File: src/rtl/dmem_arbiter_if.sv
// Bundle of the load-buffer, ROB-commit and memory-command signals around dmem_arbiter.
// The arbiter uses the slave view; whatever drives requests and models memory uses master.
interface dmem_arbiter_if #(
    parameter int XLEN        = 32,
    parameter int ROB_TAG_LEN = 5
);
    logic                   ld_req;
    logic [XLEN-1:0]        ld_addr;
    logic [ROB_TAG_LEN-1:0] ld_rob_tag;
    logic                   st_req;
    logic [XLEN-1:0]        st_addr;
    logic [XLEN-1:0]        st_data;
    logic                   ld_grant;
    logic                   st_grant;
    logic                   mem_busy;
    logic                   mem_req;
    logic                   mem_we;
    logic [XLEN-1:0]        mem_addr;
    logic [XLEN-1:0]        mem_wdata;
    logic                   mem_ready;
    logic                   mem_rsp_valid;
    logic [XLEN-1:0]        mem_rsp_data;
    logic                   ld_done;
    logic [XLEN-1:0]        ld_done_data;
    logic [ROB_TAG_LEN-1:0] ld_done_tag;
    logic                   st_done;

    modport slave (
        input  ld_req, ld_addr, ld_rob_tag, st_req, st_addr, st_data,
        input  mem_ready, mem_rsp_valid, mem_rsp_data,
        output ld_grant, st_grant, mem_busy, mem_req, mem_we, mem_addr, mem_wdata,
        output ld_done, ld_done_data, ld_done_tag, st_done
    );

    modport master (
        output ld_req, ld_addr, ld_rob_tag, st_req, st_addr, st_data,
        output mem_ready, mem_rsp_valid, mem_rsp_data,
        input  ld_grant, st_grant, mem_busy, mem_req, mem_we, mem_addr, mem_wdata,
        input  ld_done, ld_done_data, ld_done_tag, st_done
    );
endinterface

File: src/rtl/dmem_arbiter.sv
// Single-outstanding data-memory arbiter between the load buffer and ROB commit stores.
// Stores have priority; a bounded starvation counter eventually forces a waiting load through.
module dmem_arbiter #(
    parameter int STARVE_LIMIT = 4,
    parameter int XLEN         = 32,
    parameter int ROB_TAG_LEN  = 5
) (
    input logic           clock,
    input logic           reset,
    dmem_arbiter_if.slave bus
);
    localparam int CNT_W = (STARVE_LIMIT < 1) ? 1 : $clog2(STARVE_LIMIT + 1);
    localparam logic [CNT_W-1:0] CNT_MAX = CNT_W'(STARVE_LIMIT);

    typedef enum logic [1:0] {
        S_IDLE,
        S_ISSUE,
        S_WAIT,
        S_DONE
    } state_t;

    state_t                 state;
    logic [CNT_W-1:0]       starve_cnt;
    logic                   we_q;
    logic [XLEN-1:0]        addr_q;
    logic [XLEN-1:0]        wdata_q;
    logic [XLEN-1:0]        rdata_q;
    logic [ROB_TAG_LEN-1:0] tag_q;
    logic                   req_q;
    logic                   busy_q;
    logic                   ld_done_q;
    logic                   st_done_q;

    logic idle;
    logic ld_win;
    logic grant_ld;
    logic grant_st;

    // NOTE: grants are combinational, so they are qualified by reset explicitly;
    // the registers alone cannot force them low while reset is asserted.
    always_comb begin
        idle     = reset && (state == S_IDLE);
        // A load wins when it is alone or once stores have used up the starvation allowance.
        ld_win   = bus.ld_req && (!bus.st_req || (starve_cnt == CNT_MAX));
        grant_ld = idle && ld_win;
        grant_st = idle && bus.st_req && !ld_win;
    end

    // NOTE: every register here is written with <= so all state updates see pre-edge values.
    always_ff @(posedge clock or negedge reset) begin
        if (!reset) begin
            state      <= S_IDLE;
            starve_cnt <= '0;
            we_q       <= 1'b0;
            addr_q     <= '0;
            wdata_q    <= '0;
            rdata_q    <= '0;
            tag_q      <= '0;
            req_q      <= 1'b0;
            busy_q     <= 1'b0;
            ld_done_q  <= 1'b0;
            st_done_q  <= 1'b0;
        end else begin
            case (state)
                S_IDLE: begin
                    // Only a store that overtakes a waiting load counts as starvation.
                    if (grant_st && bus.ld_req) begin
                        starve_cnt <= (starve_cnt == CNT_MAX) ? CNT_MAX : starve_cnt + CNT_W'(1);
                    end else begin
                        starve_cnt <= '0;
                    end
                    if (grant_ld || grant_st) begin
                        we_q    <= grant_st;
                        addr_q  <= grant_st ? bus.st_addr : bus.ld_addr;
                        wdata_q <= grant_st ? bus.st_data : '0;
                        tag_q   <= grant_st ? '0 : bus.ld_rob_tag;
                        req_q   <= 1'b1;
                        busy_q  <= 1'b1;
                        state   <= S_ISSUE;
                    end
                end
                S_ISSUE: begin
                    if (bus.mem_ready) begin
                        req_q <= 1'b0;
                        state <= S_WAIT;
                    end
                end
                S_WAIT: begin
                    if (bus.mem_rsp_valid) begin
                        rdata_q   <= bus.mem_rsp_data;
                        ld_done_q <= !we_q;
                        st_done_q <= we_q;
                        state     <= S_DONE;
                    end
                end
                S_DONE: begin
                    ld_done_q <= 1'b0;
                    st_done_q <= 1'b0;
                    busy_q    <= 1'b0;
                    state     <= S_IDLE;
                end
            endcase
        end
    end

    assign bus.ld_grant     = grant_ld;
    assign bus.st_grant     = grant_st;
    assign bus.mem_busy     = busy_q;
    assign bus.mem_req      = req_q;
    assign bus.mem_we       = we_q;
    assign bus.mem_addr     = addr_q;
    assign bus.mem_wdata    = wdata_q;
    assign bus.ld_done      = ld_done_q;
    assign bus.ld_done_data = rdata_q;
    assign bus.ld_done_tag  = tag_q;
    assign bus.st_done      = st_done_q;
endmodule

File: src/flat_wrapper.sv
// flat-port wrapper written by rule: the top's interface ports become plain ports
module dmem_arbiter_flat 
#(
    parameter int STARVE_LIMIT = 4,
    parameter int XLEN         = 32,
    parameter int ROB_TAG_LEN  = 5
)
  (clock, reset, bus_ld_req, bus_ld_addr, bus_ld_rob_tag, bus_st_req, bus_st_addr, bus_st_data, bus_mem_ready, bus_mem_rsp_valid, bus_mem_rsp_data, bus_ld_grant, bus_st_grant, bus_mem_busy, bus_mem_req, bus_mem_we, bus_mem_addr, bus_mem_wdata, bus_ld_done, bus_ld_done_data, bus_ld_done_tag, bus_st_done);
  dmem_arbiter_if #(.XLEN(XLEN), .ROB_TAG_LEN(ROB_TAG_LEN)) bus_i ();
  input logic clock;
  input logic reset;
  input wire logic [$bits(bus_i.ld_req)-1:0] bus_ld_req;
  input wire logic [$bits(bus_i.ld_addr)-1:0] bus_ld_addr;
  input wire logic [$bits(bus_i.ld_rob_tag)-1:0] bus_ld_rob_tag;
  input wire logic [$bits(bus_i.st_req)-1:0] bus_st_req;
  input wire logic [$bits(bus_i.st_addr)-1:0] bus_st_addr;
  input wire logic [$bits(bus_i.st_data)-1:0] bus_st_data;
  input wire logic [$bits(bus_i.mem_ready)-1:0] bus_mem_ready;
  input wire logic [$bits(bus_i.mem_rsp_valid)-1:0] bus_mem_rsp_valid;
  input wire logic [$bits(bus_i.mem_rsp_data)-1:0] bus_mem_rsp_data;
  output wire logic [$bits(bus_i.ld_grant)-1:0] bus_ld_grant;
  output wire logic [$bits(bus_i.st_grant)-1:0] bus_st_grant;
  output wire logic [$bits(bus_i.mem_busy)-1:0] bus_mem_busy;
  output wire logic [$bits(bus_i.mem_req)-1:0] bus_mem_req;
  output wire logic [$bits(bus_i.mem_we)-1:0] bus_mem_we;
  output wire logic [$bits(bus_i.mem_addr)-1:0] bus_mem_addr;
  output wire logic [$bits(bus_i.mem_wdata)-1:0] bus_mem_wdata;
  output wire logic [$bits(bus_i.ld_done)-1:0] bus_ld_done;
  output wire logic [$bits(bus_i.ld_done_data)-1:0] bus_ld_done_data;
  output wire logic [$bits(bus_i.ld_done_tag)-1:0] bus_ld_done_tag;
  output wire logic [$bits(bus_i.st_done)-1:0] bus_st_done;
  assign bus_i.ld_req = bus_ld_req;
  assign bus_i.ld_addr = bus_ld_addr;
  assign bus_i.ld_rob_tag = bus_ld_rob_tag;
  assign bus_i.st_req = bus_st_req;
  assign bus_i.st_addr = bus_st_addr;
  assign bus_i.st_data = bus_st_data;
  assign bus_i.mem_ready = bus_mem_ready;
  assign bus_i.mem_rsp_valid = bus_mem_rsp_valid;
  assign bus_i.mem_rsp_data = bus_mem_rsp_data;
  assign bus_ld_grant = bus_i.ld_grant;
  assign bus_st_grant = bus_i.st_grant;
  assign bus_mem_busy = bus_i.mem_busy;
  assign bus_mem_req = bus_i.mem_req;
  assign bus_mem_we = bus_i.mem_we;
  assign bus_mem_addr = bus_i.mem_addr;
  assign bus_mem_wdata = bus_i.mem_wdata;
  assign bus_ld_done = bus_i.ld_done;
  assign bus_ld_done_data = bus_i.ld_done_data;
  assign bus_ld_done_tag = bus_i.ld_done_tag;
  assign bus_st_done = bus_i.st_done;
  dmem_arbiter #(.STARVE_LIMIT(STARVE_LIMIT), .XLEN(XLEN), .ROB_TAG_LEN(ROB_TAG_LEN)) u_core (.clock(clock), .reset(reset), .bus(bus_i));
endmodule
File: config.mk
export PLATFORM = sky130hd
export DESIGN_NAME = dmem_arbiter_flat
export DESIGN_NICKNAME = d
export VERILOG_FILES = /design/src/rtl/dmem_arbiter_if.sv /design/src/rtl/dmem_arbiter.sv /design/src/flat_wrapper.sv
export SDC_FILE = /design/constraint.sdc
export NUM_CORES = 1
export LEC_CHECK = 0
export CORE_UTILIZATION = 39
export CTS_CLUSTER_DIAMETER = 120
export DETAILED_ROUTE_END_ITERATION = 8
export HOLD_SLACK_MARGIN = 0.02
export PLACE_DENSITY = 0.81
export SLEW_MARGIN = 5
export SYNTH_ARGS = -nofsm -noshare
export SYNTH_HDL_FRONTEND = slang
export SYNTH_SLANG_ARGS = --single-unit
File: constraint.sdc
create_clock -name clock -period 1.8 [get_ports clock]
set_input_delay 0.27 -clock clock [delete_from_list [all_inputs] [get_ports clock]]
set_output_delay 0.27 -clock clock [all_outputs]
set_load 0.01 [all_outputs]
== Word-level counts from Yosys, hierarchy flattened ==
Cells that the tools add are included.
Word-level totals
  flip-flop bits (word level): 111
  word-level logic and storage cells: 57
  input port bits: 139
Operators by class
  reduce and logical (&&, ||, !) cells: 21
  mux-type cells: 17
  $add $sub $neg: 1
  equal/unequal tests: 7
Operators by type and width (count)
  32-bit two-way mux: 2
  1-bit one-hot mux with 2 select lines: 4
  2-bit one-hot mux with 4 select lines: 1
  2-bit AND reduction: 4
  1-bit logical AND: 6
  2-bit two-way mux: 3
  3-bit two-way mux: 2
  2-bit inequality test (second input constant): 3
  3-bit AND reduction: 2
  2-bit nonzero test: 3
  5-bit two-way mux: 1
  2-bit equality test (second input constant): 2
  1-bit two-way mux: 4
  3-bit by 1-bit adder with 3-bit output (second input constant): 1
  3-bit equality test (second input constant): 1
  1-bit logical NOT: 3
  2-bit by 1-bit equality test with 1-bit output (second input constant): 1
  2-bit logical NOT: 1
  1-bit logical OR: 2

== Depth between registers and ports, before layout ==
  depth after elaboration: 8
  gate-level depth with buffers: 8
  depth with buffers taken out: 5

== Worst setup path before layout ==
No wires, ideal clock.
  path kind: flip-flop to flip-flop
  start point: reg u_core.state[0]
  end point: reg u_core.state[1]
  period minus slack after synthesis: 1.652 ns
  setup time: 0.125 ns
  cell stages (with the launch flop): 7
  path slack: 0.148 ns
  arrival: 1.527 ns
  data required time: 1.675 ns
  cell sequence: dfrtp_1 -> inv_1 -> ha_1 -> buf_4 -> o211ai_1 -> a211oi_1 -> mux2_2
Between the ends
  longest elaborated chain between the ends: 7
  elaborated cells on any way between the ends: 14
Ends and longest elaborated chain
  start: declaration: RTL line dmem_arbiter.sv:22  | state_t state;
  start signal: assignment: RTL line dmem_arbiter.sv:52  | state <= S_IDLE;
  start signal: assignment: RTL line dmem_arbiter.sv:79  | state <= S_ISSUE;
  start signal: assignment: RTL line dmem_arbiter.sv:85  | state <= S_WAIT;
  2-bit logical NOT: RTL line dmem_arbiter.sv:42, dmem_arbiter.sv:64
  1-bit logical AND: RTL line dmem_arbiter.sv:42  | idle = reset && (state == S_IDLE);
  1-bit logical AND (2 in a row): RTL line dmem_arbiter.sv:46  | grant_st = idle && bus.st_req && !ld_win;
  1-bit logical OR: RTL line dmem_arbiter.sv:72  | if (grant_ld || grant_st) begin
  2-bit inequality test (no line)
  3-bit AND reduction (no line)
Parallel ways exist; a longest one is shown, timed or not.
A chain may end at the register's enable or synchronous reset.

== Worst setup path in the final report ==
  start point: in reset
  end point: out bus_st_grant
Between the ends
  longest elaborated chain between the ends: 3
Ends and longest elaborated chain
  start: declaration: RTL line flat_wrapper.sv:11  | input logic reset;
  1-bit logical AND: RTL line dmem_arbiter.sv:42
  1-bit logical AND (2 in a row): RTL line dmem_arbiter.sv:46
  end: declaration: RTL line flat_wrapper.sv:22  | output wire logic [$bits(bus_i.st_grant)-1:0] bus_st_grant;
Every way passes these cells.

==> impl_metrics.toml <==
[floorplan]
coreArea_um2 = 10980
die_area_um2 = 11860
std_cell_rows = 38
dieHeight_um = 108.9
ios = 247
die_w_um = 108.9
start_util_pct = 40.58

[pwr]
ir_drop_mv = 0.8101
powerDensity_nw_per_um2 = 1555
power.leakage_nw = 3.362

[final_layout]
fin_area_um2 = 7497
num-nets-final = 718
drive_above_1_share_pct = 14.36
area_growth_pct = 68.22
final_util_pct = 68.26
antenna_cells = 0
register_area_um2 = 2778
nFillCells = 792
multi_input_area_um2 = 1534

[timing]
setup_viol = 0
finalSetupTns_ps = 0
max_slew_margin_pct = 63.55
fin_crit_sh_pct = 96.29
rsz0062_at_grt = "no"
worst_slew_pin_slew_ps = 546.8
drv_slew = 0
skew_ps = 9.177
hold_slack_ps = 498.0
finalCriticalPeriod_ps = 1733
finalHoldViolCount = 0
fmax_mhz = 576.9
setup_slack_ps = 66.72

[route]
drc_errors = 0
wl_met1_um = 4808
viasPerCell = 5.173
drt_wl_total_um = 12520
met2_length_um = 6727
vias = 3714
wire_per_inst_um = 17.44
highest_layer = "met4"
antenna_left = 0
drtIter0Drc = 201
detail_route.first_pass.iterations = 4
wl_met3_um = 803

[critical_path]
cp-end-kind = "output port"
critPathMaxFanout = 5
worstSetupPathType = "primary input to output port"
required_ps = 1530
cp-start-kind = "primary input"
critPathArrivalTime_ps = 1460

[cts]
cts.path.max_buffers = 2
clock_sinks = 111
clock-root-buffer = "clkbuf_16"
cts_max_level = 3
worstSkewPairLatency_ps = 340
cts_tree = "yes"
clk_pin_slew_worst_paths_ps = 70
numCtsBuffers = 9

[synth]
ys_seq_elements = 111
ys_warn_count = 0
synth_nets = 465
netlist.top_cell.by_area = "dfrtp_1"
async_flop_share_pct = 100.0
synth_cell_types = 28
synth.top_cells.by_area = "dfrtp_1, mux2_2, a22o_1"
seq_area_frac_synth_pct = 62.32
netlist_instances = 320
synthTopCellsByCount = "dfrtp_1, a22o_1, and3_1, mux2_2, a221o_1"
yosys.area.top_type_share_pct = 62.32
netlist_area_um2 = 4457
synth-edff-count = 0
synth-main-ff-cell = "dfrtp_1"
yosysMostFrequentCell = "dfrtp_1"
syn_avg_cell_area_um2 = 13.93

[global_routing]
grt_pass1_vias = 3877
grt_remaining_overflow = 0
grt_max_degree = 46
antenna_found_initial = 0
grtUsageTotal_pct = 21.16
grt_pass1_wl_um = 19190

[min_path]
hp-class = "flip-flop to flip-flop"

[place]
portBuffers = 246
place.gp.congestion = 0.7488
hpwlAfterDp_um = 9301
placed_area_um2 = 7129
place_ws_ps = -172.0

[flow_run]
max-cap-violations = 0

[status]
outcome = "complete, no violations"
where the power goes:
part,internal (W),switching [W]
logic,0.00337,0.00199
registers,0.00362,0.000635
clock network,0.00117,0.000877
critical path, stage by stage:
cell and delay (ps):
dlygate4sd3_1 560, buf_4 170, and3_4 180, and2_4 140
buf_2 140
cells by family (layout without fill, tap and decap cells):
group	after synthesis	in the layout	share of synthesized area (%)
buffers and inverters	33	291	4.127
AO/OA/AOI/OAI	82	82	16.42
AND/OR/NAND/NOR	54	54	6.878
multiplexers	34	34	8.563
flip-flops	111	111	62.32
adder cells (fa/ha/maj)	6	6	1.684
metrics by stage:
stage / total power [W] / cells
3_3_place_gp: 0.009419 / 699
4_1_cts: 0.01173 / 716
2_1_floorplan: 0.006465 / 320
5_1_grt: 0.01231 / 718
6_report: 0.01166 / 718
3_5_place_dp: 0.009607 / 699
final timing paths:
kind | startpoint | end | slack (ps) | depth (start not counted)
max in group asynchronous | reset | u_core.bus.ld_done_data[17] | 350 | 4
min in group asynchronous | reset | u_core.bus.mem_addr[24] | 550 | 3
max | reset | bus_st_grant | 70 | 5
min | u_core.bus.mem_wdata[31] | u_core.bus.mem_wdata[31] | 500 | 1
min reg2reg | u_core.bus.mem_wdata[31] | u_core.bus.mem_wdata[31] | 500 | 1
max reg2reg | u_core.state[1] | u_core.bus.mem_addr[26] | 90 | 7
registers in the layout, summed over array words and instances, names as in the netlist:
register and flops:
u_core.bus.mem_addr 32, u_core.bus.mem_req 1, u_core.bus.st_done 1, u_core.starve_cnt 3
u_core.bus.ld_done_tag 5, u_core.bus.ld_done_data 32, u_core.bus.ld_done 1, u_core.bus.mem_wdata 32
u_core.state 2, u_core.bus.mem_busy 1, u_core.bus.mem_we 1
cell usage in the layout (no fill, tap or decap), types with 8 or more instances in the layout:
cell type        Yosys  final
and3_1              34     33
a221o_1             32     32
buf_4                2     18
dfrtp_1            111    111
a22o_1              37     37
mux2_2              33     33
clkbuf_16            0      9
clkdlybuf4s50_1      0    243
nand2_1              8      8
what timing repair did:
action | CTS | global route
endpoints found under the setup margin | 8 | 80
endpoints found under the hold margin | 22 | 0
hold buffers | 1 | 0
gates resized for setup | 12 | 7
setup buffers | 0 | 2
pin swaps | 1 | 2
area by class of cell:
cell class | count | area share, %
clock inverters | 5 | 0.8678
inverters | 6 | 0.3004
clock buffers | 11 | 3.371
flip-flops and latches | 111 | 37.05
multi-input cells | 176 | 20.46
well taps | 140 | 2.336
repair buffers | 269 | 35.61
routing by layer:
layer,vias to the layer above,global-route usage (%)
met5,-,0
met4,0,6.853
met3,16,4.184
met2,154,39.53
met1,1821,23.90
li1,1723,-
No activity file was read; power rests on OpenSTA's default activity.
